==> config.mk <==
export PLATFORM = sky130hd
export DESIGN_NAME = adc_serial_reader
export DESIGN_NICKNAME = d
export VERILOG_FILES = /design/src/rtl/adc_serial_reader.sv
export SDC_FILE = /design/constraint.sdc
export NUM_CORES = 1
export LEC_CHECK = 0
export ABC_CLOCK_PERIOD_IN_PS = 2300
export BUFFER_PORTS_ARGS = -buffer_cell sky130_fd_sc_hd__buf_2
export CORE_ASPECT_RATIO = 0.75
export CORE_MARGIN = 5
export CORE_UTILIZATION = 50
export DETAILED_ROUTE_END_ITERATION = 16
export PLACE_DENSITY = 0.75
export SETUP_SLACK_MARGIN = 0.2
export SLEW_MARGIN = 25
export SYNTH_ARGS = -nofsm -noshare
export SYNTH_HDL_FRONTEND = slang
export SYNTH_SLANG_ARGS = --single-unit
export TNS_END_PERCENT = 5
==> constraint.sdc <==
create_clock -name clk_X4 -period 2.3 [get_ports clk_X4]
set_clock_uncertainty 0.05 [all_clocks]
set_input_delay 0.46 -clock clk_X4 [delete_from_list [all_inputs] [get_ports clk_X4]]
set_output_delay 0.46 -clock clk_X4 [all_outputs]
set_load 0.005 [all_outputs]
==> src/rtl/adc_serial_reader.sv <==
// Serial ADC read master: drives CS_N/SCLK from clk_X4 (SCLK = clk_X4/4), skips the lead bits and
// shifts in an MSB-first sample, presenting it as a parallel word with a one-cycle valid strobe.
module adc_serial_reader #(
    parameter int DATA_W     = 12,
    parameter int LEAD_BITS  = 3,
    parameter int GAP_CYCLES = 16
) (
    input  logic              clk_X4,
    input  logic              rst,
    input  logic              enable,
    input  logic              start,
    input  logic              continuous,
    input  logic              DOUT,
    output logic              SCLK,
    output logic              CS_N,
    output logic [DATA_W-1:0] data_out,
    output logic              data_valid,
    output logic              busy,
    output logic              overrun
);

    localparam int MAXC = (DATA_W > GAP_CYCLES) ? ((DATA_W > LEAD_BITS) ? DATA_W : LEAD_BITS)
                                                : ((GAP_CYCLES > LEAD_BITS) ? GAP_CYCLES : LEAD_BITS);
    localparam int CW   = $clog2(MAXC + 1);

    typedef enum logic [2:0] {IDLE, SETUP, LEAD, SHIFT, DONE, GAP} state_t;

    state_t            state_q, state_d;
    logic [1:0]        phase_q, phase_d;
    logic [CW-1:0]     cnt_q, cnt_d;
    logic [DATA_W-1:0] shift_q;

    always_comb begin
        state_d = state_q;
        phase_d = phase_q;
        cnt_d   = cnt_q;
        if (!enable) begin
            state_d = IDLE;
            phase_d = '0;
            cnt_d   = '0;
        end else begin
            case (state_q)
                IDLE: if (start || continuous) begin
                    state_d = SETUP;
                    phase_d = '0;
                    cnt_d   = '0;
                end
                SETUP: begin
                    phase_d = phase_q + 2'd1;
                    if (phase_q == 2'd3) state_d = LEAD;
                end
                LEAD: begin
                    phase_d = phase_q + 2'd1;
                    if (phase_q == 2'd3) begin
                        if (cnt_q == CW'(LEAD_BITS - 1)) begin
                            state_d = SHIFT;
                            cnt_d   = '0;
                        end else begin
                            cnt_d = cnt_q + 1'b1;
                        end
                    end
                end
                SHIFT: begin
                    phase_d = phase_q + 2'd1;
                    if (phase_q == 2'd3) begin
                        if (cnt_q == CW'(DATA_W - 1)) begin
                            state_d = DONE;
                            cnt_d   = '0;
                        end else begin
                            cnt_d = cnt_q + 1'b1;
                        end
                    end
                end
                DONE: begin
                    state_d = GAP;
                    phase_d = '0;
                    cnt_d   = '0;
                end
                GAP: begin
                    if (cnt_q == CW'(GAP_CYCLES - 1)) begin
                        cnt_d   = '0;
                        state_d = continuous ? SETUP : IDLE;
                    end else begin
                        cnt_d = cnt_q + 1'b1;
                    end
                end
                default: state_d = IDLE;
            endcase
        end
    end

    // Outputs are registered from the next state so pins change cleanly on the same edge as state.
    always_ff @(negedge clk_X4) begin
        if (rst) begin
            state_q    <= IDLE;
            phase_q    <= '0;
            cnt_q      <= '0;
            shift_q    <= '0;
            SCLK       <= 1'b1;
            CS_N       <= 1'b1;
            data_out   <= '0;
            data_valid <= 1'b0;
            overrun    <= 1'b0;
        end else begin
            state_q    <= state_d;
            phase_q    <= phase_d;
            cnt_q      <= cnt_d;
            CS_N       <= !(state_d == SETUP || state_d == LEAD || state_d == SHIFT);
            SCLK       <= (state_d == LEAD || state_d == SHIFT) ? phase_d[1] : 1'b1;
            data_valid <= (state_d == DONE);
            // Sample on the edge that ends phase 1, where SCLK rises.
            if (state_q == SHIFT && phase_q == 2'd1 && enable)
                shift_q <= {shift_q[DATA_W-2:0], DOUT};
            if (state_d == DONE)
                data_out <= shift_q;
            if (start && busy)
                overrun <= 1'b1;
        end
    end

    assign busy = (state_q != IDLE);

endmodule

==> results of run 1 <==
## worst paths after layout
| path | to | slack (ps) | depth (start not counted) |
|---|---|---|---|
| setup / recovery | busy | -330 | 3 |
| hold / removal | data_out[10] | 420 | 2 |
| setup reg to reg | data_out[11] | 130 | 9 |
| hold reg to reg | data_out[10] | 420 | 2 |
## through the flow
step | cells | power, mW | utilization (%) | hold WS [ps]
after detailed placement | 273 | 0.845 | 57.8 | 407
after CTS | 320 | 1.53 | 67.8 | 420
final | 320 | 1.53 | 70.4 | 417
after global placement | 273 | 0.844 | 57.8 | 408
after floorplan | 196 | 0.820 | - | 402
after global routing | 320 | 1.65 | 70.4 | 436
## critical path, delay by kind of cell, from the launching register on
kind	cells	cell delay, ps
AND/OR/NAND/NOR	2	170
flip-flops	1	320
buffers and inverters	1	120
## per-layer routing
| metal | vias up | routed length (um) | global-route usage [%] | part of all wire, % |
|---|---|---|---|---|
| met4 | 0 | 71 | 12.2 | 1.6 |
| met2 | 41 | 2230 | 29.9 | 49 |
| li1 | 818 | - | - | - |
| met1 | 773 | 2020 | 21.2 | 44 |
| met5 | - | 0 | 0 | 0 |
| met3 | 6 | 244 | 8.79 | 5.3 |
## cell families (layout without fill, tap and decap cells)
group | count (synthesis) | after routing | share of synthesized area [%]
AND/OR/NAND/NOR | 85 | 85 | 26.7
buffers and inverters | 17 | 89 | 4.67
multiplexers | 24 | 24 | 13.0
adder cells (fa/ha/maj) | 6 | 6 | 4.06
flip-flops | 38 | 38 | 41.2
AO/OA/AOI/OAI | 26 | 26 | 10.4
## power by group through the flow
stage / combinational, mW / clock [mW] / sequential (mW)
6_report: 0.0847 / 0.770 / 0.671
3_3_place_gp: 0.0613 / 0.104 / 0.680
3_5_place_dp: 0.0617 / 0.104 / 0.680
5_1_grt: 0.0918 / 0.888 / 0.669
2_1_floorplan: 0.0361 / 0.104 / 0.680
4_1_cts: 0.0774 / 0.782 / 0.670
## cell type report
class	instances	area [um2]	area share, %
well taps	52	65.1	2.56
inverters	5	18.8	0.738
repair buffers	38	328	12.9
clock buffers	5	68.8	2.71
flip-flops and latches	38	777	30.6
multi-input cells	141	1120	44.1
clock inverters	41	164	6.45
## what timing repair did
action                                  in CTS  in global routing
pin swaps                                   16                 12
endpoints found under the setup margin      51                 52
endpoints found under the hold margin        0                  0
setup buffers                                1                  0
resized for setup                           28                 24
gates cloned                                 1                  0
## registers in the layout (all words and copies together) (netlist names)
signal,cells
data_out,12
phase_q,2
cnt_q,5
SCLK,1
overrun,1
state_q,3
data_valid,1
shift_q,12
CS_N,1
## cell usage in the layout, fill, tap and decap left out, drive strengths merged, types with 2 or more instances in the layout
master and instances:
a211oi 2, a21oi 9, a31oi 2, and2 2
buf 37, clkbuf 6, dfxtp 38, ha 6
inv 46, mux2i 24, nand2 14, nand2b 11
nand3 8, nand3b 2, nor2 21, nor3 2
o21ai 3, o21bai 2, o32ai 3, or2b 16
==> reports/summary.txt, run 1 <==
Synth area leader - dfxtp_1
RSZ-0062 raised after global routing - true
Synth warn - 0
CP startpoint kind - flop
Crit Path Category - reg2out
Comb power frac - 5.6%
H-tree depth - 2
DRC errors left - 0
GPL Wtd Cong - 0.796
Failing checks - negative setup slack
PortBufs - 22
Post-synth EDFFs - 0
Worst path cell trace - nor2_4, nand2_2, buf_2
Syn avg cell area - 9.43 um2
Die area - 5020 um2
Antenna-violating nets left - 0
Syn Nets - 208
Final setup violation count - 32
CTS tree - built
Antenna cells - 0
Clock tree buffer depth - 2
Initial core utilization - 51.1%
CTS Hold Buffers Added - 0
Commonest cells in the netlist - dfxtp_1 (38), mux2i_1 (24), nor2_1 (20)
Die span in x - 80.2 um
Total Routed Length - 4560 um
Clock Latency Late Sink - 390 ps
Pin count of the biggest net entering global routing - 41
Worst r2r src - cnt_q[1]
Most numerous cell in the Yosys netlist - dfxtp_1
Sequential-to-total area share from yosys stat - 41.2%
Antenna violations before repair - 0
FFs w/ async S/R, synth - 0%
Worst path slowest cell - dfxtp_2
Instance area at placement - 2090 um2
Cts bufs inserted - 5
Initial DRC count - 89
Max rail drop VDD - 0.000426 V
CP max FO - 2
Fin Setup TNS - -6390 ps
Dpl hpwl - 2470 um
Top-area cell type share of the netlist area - 41.2%
First-pass GRT wire length - 7530 um
Critical Path Max Stage Delay - 320 ps
Io pins - 23
Layout Nets - 279
Core area - 3610 um2
CP startpoint - state_q[1]
Arr. time, crit path - 2120 ps
FILL cells - 282
Largest cells by area after synthesis - dfxtp_1 (41%), mux2i_1 (13%), or2b_2 (4.3%)
Internal power - 1.01 mW
Design Area, Final - 2540 um2
DR vias/cell - 5.12
Clk network pwr share - 50.5%
Reg clk slew, reported paths - 30 ps
Leak pwr - 1.15 nW
Gate Count Post-Synth - 196
Syn Std Cell Area - 1850 um2
Row cnt - 19
Switching portion of total power - 33.6%
Main synth FF type - dfxtp_1
Max Cap Viol - 0
GRT overflow - 0
FF+latch count, synth - 38
GR Util All Layers - 19.3%
CP Data Required Time - 1790 ps
Worst-Margin Slew - 502 ps
HP Class - reg2reg
Clock root cell - clkbuf_8
Area Growth Syn to Fin - 37.6%
Share of total power in sequential cells - 44.0%
Pwr dens - 600 nW/um2
Die height - 62.7 um
HP Start - data_out[10]
Final Hold Fails - 0
TritonRoute pass-1 iters - 4
Setup slack after layout - -331 ps
Crit end category - output pin
Layout cells sized above 1 - 34.0%
Wirelength per Cell - 14.3 um
Setup WS pre-CTS - -612 ps
Clock Sinks - 38
Vias in the first global route - 1737
Yosys cell types - 41
Outcome - finished, violations left
Max transition margin - 66.6%
Final Max Slew Viols - 0
NetSw - 0.512 mW
Vias - 1638
Note: power is estimated with default switching activity, not from simulation.
==> run 2: changes to the inputs <==
--- a/config.mk
+++ b/config.mk
@@ -9,9 +9,9 @@
 export BUFFER_PORTS_ARGS = -buffer_cell sky130_fd_sc_hd__buf_2
 export CORE_ASPECT_RATIO = 0.75
 export CORE_MARGIN = 5
-export CORE_UTILIZATION = 50
+export CORE_UTILIZATION = 57
 export DETAILED_ROUTE_END_ITERATION = 16
-export PLACE_DENSITY = 0.75
+export PLACE_DENSITY = 0.84
 export SETUP_SLACK_MARGIN = 0.2
 export SLEW_MARGIN = 25
 export SYNTH_ARGS = -nofsm -noshare
==> reports/summary.txt, run 2 (synthesized netlist as in run 1, its figures left out) <==
Outcome - finished, violations left
Failing checks - negative setup slack
Pwr dens - 620 nW/um2 (+3.4%)
Crit Path Category - reg2out
GR Util All Layers - 20.0% (+0.67 points)
H-tree depth - 2 (unchanged)
Worst reg2reg path depth - 8 (-1)
Switching portion of total power - 32.8% (-0.73 points)
Reg clk slew, reported paths - 40 ps (about the same)
HP Class - reg2reg
Io pins - 23 (unchanged)
Initial core utilization - 61.2% (+10 points)
FILL cells - 185 (-34%)
Core area - 3020 um2 (-16%)
Max Cap Viol - 0 (unchanged)
TritonRoute pass-1 iters - 4 (unchanged)
RSZ-0062 raised after global routing - true
Antenna-violating nets left - 0 (unchanged)
Met2 WL post-DR - 2040 um (-8.6%)
Share of total power in sequential cells - 44.9% (+0.9 points)
First-pass GRT wire length - 6830 um (-9.3%)
Final Total Pwr - 1.49 mW (-2.2%)
Die span in x - 75.8 um (-5.5%)
CP max FO - 2 (unchanged)
Commonest non-fill, non-tap cell in the layout - inv_1
Antenna cells - 0 (unchanged)
Initial DRC count - 113 (+27%)
Dpl hpwl - 2620 um (+5.8%)
Cts bufs inserted - 5 (unchanged)
Total Routed Length - 4290 um (-6.0%)
Internal power - 1.00 mW (-1.1%)
Arr. time, crit path - 2140 ps (+20 ps)
Clk network pwr share - 50.5% (about the same)
Final Max Slew Viols - 0 (unchanged)
Die area - 4490 um2 (-11%)
Antenna violations before repair - 0 (unchanged)
Comb power frac - 4.5% (-1.1 points)
Clock Latency Late Sink - 360 ps (-30 ps)
CTS tree - built
Vias in the first global route - 1601 (-7.8%)
Die height - 59.3 um (-5.3%)
Layout Nets - 275 (-1.4%)
Area occupied by multi-input gates - 1040 um2 (-7.5%)
Top Metal Used - met4
NetSw - 0.490 mW (-4.3%)
Clock Sinks - 38 (unchanged)
GPL Wtd Cong - 0.897 (+13%)
Register area - 778 um2 (+0.16%)
Final setup violation count - 33 (+3.1%)
Setup slack after layout - -351 ps (-20.1 ps)
Max transition margin - 66.6% (about the same)
Max rail drop VDD - 0.000487 V (+14%)
CTS Hold Buffers Added - 0 (unchanged)
CP Data Required Time - 1790 ps (about the same)
Biggest regs - data_out (12), shift_q (12), cnt_q (5)
GRT overflow - 0 (unchanged)
CP startpoint kind - flop
Layout cells sized above 1 - 31.1% (-2.9 points)
Worst-Margin Slew - 501 ps (-0.183 ps)
Clock tree buffer depth - 2 (unchanged)
Metal3 WL - 333 um (+36%)
Most frequent cells in the layout - inv_1 (43), dfxtp_1 (24), mux2i_1 (22)
Row cnt - 17 (-2)
Leak pwr - 1.11 nW (-3.6%)
Wirelength per Cell - 14.2 um (-0.40%)
Crit end category - output pin
Area Growth Syn to Fin - 30.2%
WL met1 - 1870 um (-7.4%)
Clock root cell - clkbuf_8
Final Hold Fails - 0 (unchanged)
Pin count of the biggest net entering global routing - 41 (unchanged)
Hold Crit Depth - 2 (unchanged)
PortBufs - 22 (unchanged)
DR vias/cell - 5.37 (+4.9%)
Final Util - 79.7% (+9.3 points)
DRC errors left - 0 (unchanged)
Vias - 1621 (-1.0%)
## run 2: cell type report
cell class              instances  share of cell area [%]
well taps                      38                    1.98
inverters                       5                   0.780
flip-flops and latches         38                    32.3
clock inverters                41                    6.81
multi-input cells             141                    43.1
repair buffers                 34                    12.1
clock buffers                   5                    2.86
## run 2: what timing repair did
item | in CTS | in global routing
setup buffers | 0 | 0
setup endpoints to repair | 48 | 52
gates resized for setup | 22 | 16
endpoints found under the hold margin | 0 | 0
pin swaps | 5 | 15
## run 2: worst paths after layout
path              startpoint          end  slack (ps)
setup / recovery  state_q[1]         busy        -350
hold / removal       overrun      overrun         410
setup reg to reg    cnt_q[0]  data_out[7]         190
hold reg to reg      overrun      overrun         410
## run 2: power groups by stage
stage | sequential, mW | combinational (mW) | clock, mW
after detailed placement | 0.680 | 0.0588 | 0.104
final | 0.670 | 0.0677 | 0.754
after floorplan | 0.680 | 0.0361 | 0.104
after CTS | 0.670 | 0.0657 | 0.769
after global routing | 0.669 | 0.0743 | 0.847
after global placement | 0.679 | 0.0585 | 0.104
## run 2: per-layer routing
metal	vias to the layer above	track usage (%)
li1	806	-
met1	751	25.6
met2	57	28.0
met3	7	9.66
met4	0	8.98
met5	-	0
## run 2: worst max-delay path: stages, from the launching register on
cell,delay (ps)
dfxtp_1,340
nor2_4,100
nand2_2,70
buf_2,130
## run 2: through the flow
stage / hold WS, ps / setup TNS (ps) / setup WS, ps / area (um2) / instances
2_1_floorplan: 402 / -8390 / -459 / 1850 / 196
3_3_place_gp: 404 / -13100 / -599 / 2060 / 257
6_report: 412 / -5720 / -351 / 2410 / 302
4_1_cts: 414 / -5510 / -354 / 2340 / 302
5_1_grt: 436 / -7300 / -380 / 2410 / 302
3_5_place_dp: 412 / -13780 / -634 / 2060 / 257
==> run 3: changes to the inputs <==
--- a/config.mk
+++ b/config.mk
@@ -5,13 +5,14 @@
 export SDC_FILE = /design/constraint.sdc
 export NUM_CORES = 1
 export LEC_CHECK = 0
-export ABC_CLOCK_PERIOD_IN_PS = 2300
-export BUFFER_PORTS_ARGS = -buffer_cell sky130_fd_sc_hd__buf_2
+export ABC_CLOCK_PERIOD_IN_PS = 2480
+export BUFFER_PORTS_ARGS = -buffer_cell sky130_fd_sc_hd__buf_4
 export CORE_ASPECT_RATIO = 0.75
 export CORE_MARGIN = 5
-export CORE_UTILIZATION = 57
+export CORE_UTILIZATION = 59
+export CTS_BUF_LIST = sky130_fd_sc_hd__clkbuf_2
 export DETAILED_ROUTE_END_ITERATION = 16
-export PLACE_DENSITY = 0.84
+export PLACE_DENSITY = 0.86
 export SETUP_SLACK_MARGIN = 0.2
 export SLEW_MARGIN = 25
 export SYNTH_ARGS = -nofsm -noshare
==> constraint.sdc (replaced) <==
create_clock -name clk_X4 -period 2.48 [get_ports clk_X4]
set_clock_uncertainty 0.05 [all_clocks]
set_input_delay 0.496 -clock clk_X4 [delete_from_list [all_inputs] [get_ports clk_X4]]
set_output_delay 0.496 -clock clk_X4 [all_outputs]
set_load 0.005 [all_outputs]
==> reports/summary.txt, run 3 (synthesized netlist as in run 1, its figures left out) <==
Cts bufs inserted - 5 (unchanged)
Clock tree buffer depth - 2 (unchanged)
Area occupied by multi-input gates - 1070 um2 (+3.1%)
Placed Cells - 258 (+0.39%)
Commonest non-fill, non-tap cell in the layout - inv_1
Setup WS pre-CTS - -580 ps (+54.2 ps)
Layout Nets - 278 (+1.1%)
Worst-Margin Slew - 530 ps (+28.9 ps)
CP delay by family, top - flip-flops
Row cnt - 17 (unchanged)
Buf/Inv on CP - 1 (unchanged)
HP Class - reg2reg
Die span in x - 74.6 um (-1.5%)
FILL cells - 149 (-19%)
Most frequent cells in the layout - inv_1 (43), dfxtp_1 (24), mux2i_1 (23)
Biggest regs - data_out (12), shift_q (12), cnt_q (5)
Dpl hpwl - 2780 um (+6.2%)
Antenna cells - 0 (unchanged)
Critical Path Max Stage Delay - 340 ps (about the same)
Final setup violation count - 29 (-12%)
Fin cells - 305 (+0.99%)
Max transition margin - 64.7% (-1.9 points)
Worst-case hold slack - 435 ps (+23.3 ps)
Vias - 1797 (+11%)
Wirelength per Cell - 19.0 um (+34%)
PortBufs - 22 (unchanged)
Setup slack after layout - -465 ps (-114 ps)
Clock Sinks - 38 (unchanged)
TritonRoute pass-1 iters - 5 (+1)
Final Max Slew Viols - 0 (unchanged)
Final Hold Fails - 0 (unchanged)
Layout cells sized above 1 - 34.1% (+3.0 points)
Die area - 4360 um2 (-2.9%)
Pwr dens - 562 nW/um2 (-9.4%)
Vias in the first global route - 1878 (+17%)
Io pins - 23 (unchanged)
Reg clk slew, reported paths - 60 ps (+20 ps)
Die height - 58.5 um (-1.4%)
CP Data Required Time - 1930 ps (+140 ps)
Initial DRC count - 207 (+83%)
GPL Wtd Cong - 0.804 (-10%)
Worst path slowest cell - dfxtp_2
Area Growth Syn to Fin - 34.3%
CTS Hold Buffers Added - 0 (unchanged)
DR vias/cell - 5.89 (+9.8%)
CP max FO - 2 (unchanged)
Crit Path Category - reg2out
Total Routed Length - 5800 um (+35%)
CP startpoint kind - flop
Outcome - finished, violations left
Clock root cell - clkbuf_2
Register area - 778 um2 (unchanged)
Worst path cell trace - nor2_4, nand2_2, buf_6
Failing checks - negative setup slack
Arr. time, crit path - 2400 ps (+260 ps)
Max rail drop VDD - 0.000420 V (-14%)
First-pass GRT wire length - 8590 um (+26%)
Pin count of the biggest net entering global routing - 41 (unchanged)
RSZ-0062 raised after global routing - true
GR Util All Layers - 26.0% (+6.1 points)
DRC errors left - 0 (unchanged)
CTS tree - built
Antenna violations before repair - 0 (unchanged)
Max Cap Viol - 0 (unchanged)
Clock Latency Late Sink - 500 ps (+140 ps)
Core area - 2980 um2 (-1.4%)
Initial core utilization - 62.1% (+0.87 points)
GRT overflow - 0 (unchanged)
Crit end category - output pin
Antenna-violating nets left - 0 (unchanged)
Leak pwr - 1.15 nW (+3.6%)
H-tree depth - 2 (unchanged)
==> run 3: changes by cell type in the layout (fill, tap and decap cells not counted), sizes merged <==
cell / previous run / this run
clkinvlp: 0 / 1
bufinv: 0 / 1
clkinv: 0 / 1
buf: 34 / 37
inv: 46 / 43
==> run 3: power breakdown <==
| part | switching [mW] | internal, mW |
|---|---|---|
| sequential | 0.00416 | 0.614 |
| clock | 0.447 | 0.250 |
| combinational | 0.0458 | 0.0334 |
| total | 0.497 | 0.897 |
==> run 3: worst reg2reg max path, cell delays in order, from the launching register on <==
cell and delay [ps]:
dfxtp_1 420, ha_1 290, and3_2 230, ha_1 250, nand3_1 150, a21oi_2 160, o32ai_2 120, nor2_4 130
buf_12 160, mux2i_1 260
==> run 3: cell type report <==
| cell class | count | share of cell area (%) |
|---|---|---|
| repair buffers | 37 | 14.3 |
| multi-input cells | 141 | 43.1 |
| clock buffers | 5 | 1.01 |
| well taps | 38 | 1.92 |
| inverters | 5 | 0.756 |
| clock inverters | 41 | 7.51 |
| flip-flops and latches | 38 | 31.4 |
==> run 3: through the flow <==
| step | utilization (%) | power (mW) | instance area, um2 | TNS [ps] |
|---|---|---|---|---|
| after global placement | 71.2 | 0.783 | 2120 | -10930 |
| after global routing | 83.3 | 1.49 | 2480 | -6220 |
| final | 83.3 | 1.39 | 2480 | -5300 |
| after CTS | 81.5 | 1.34 | 2430 | -4930 |
| after detailed placement | 71.2 | 0.786 | 2120 | -12240 |
| after floorplan | - | 0.760 | 1850 | -6610 |
==> run 3: repair_timing <==
| item | 4_1_cts | 5_1_grt |
|---|---|---|
| pin swaps | 12 | 9 |
| setup endpoints to repair | 39 | 40 |
| buffers inserted | 0 | 2 |
| resized for setup | 32 | 15 |
==> run 3: path summary, 6_finish.rpt <==
path               startpoint     endpoint  slack (ps)  cells past startpoint
hold / removal    data_out[4]  data_out[4]         440                      2
hold reg to reg   data_out[4]  data_out[4]         440                      2
setup / recovery   state_q[0]         busy        -470                      3
setup reg to reg     cnt_q[0]  data_out[8]         170                      9
==> run 3: routing by layer <==
metal / vias to the layer above / GRT usage (%) / share of wire [%]
met2: 116 / 41.1 / 50
met5: - / 0 / 0
met3: 35 / 11.6 / 8.0
met1: 834 / 28.7 / 38
li1: 812 / - / -
met4: 0 / 16.0 / 4.2
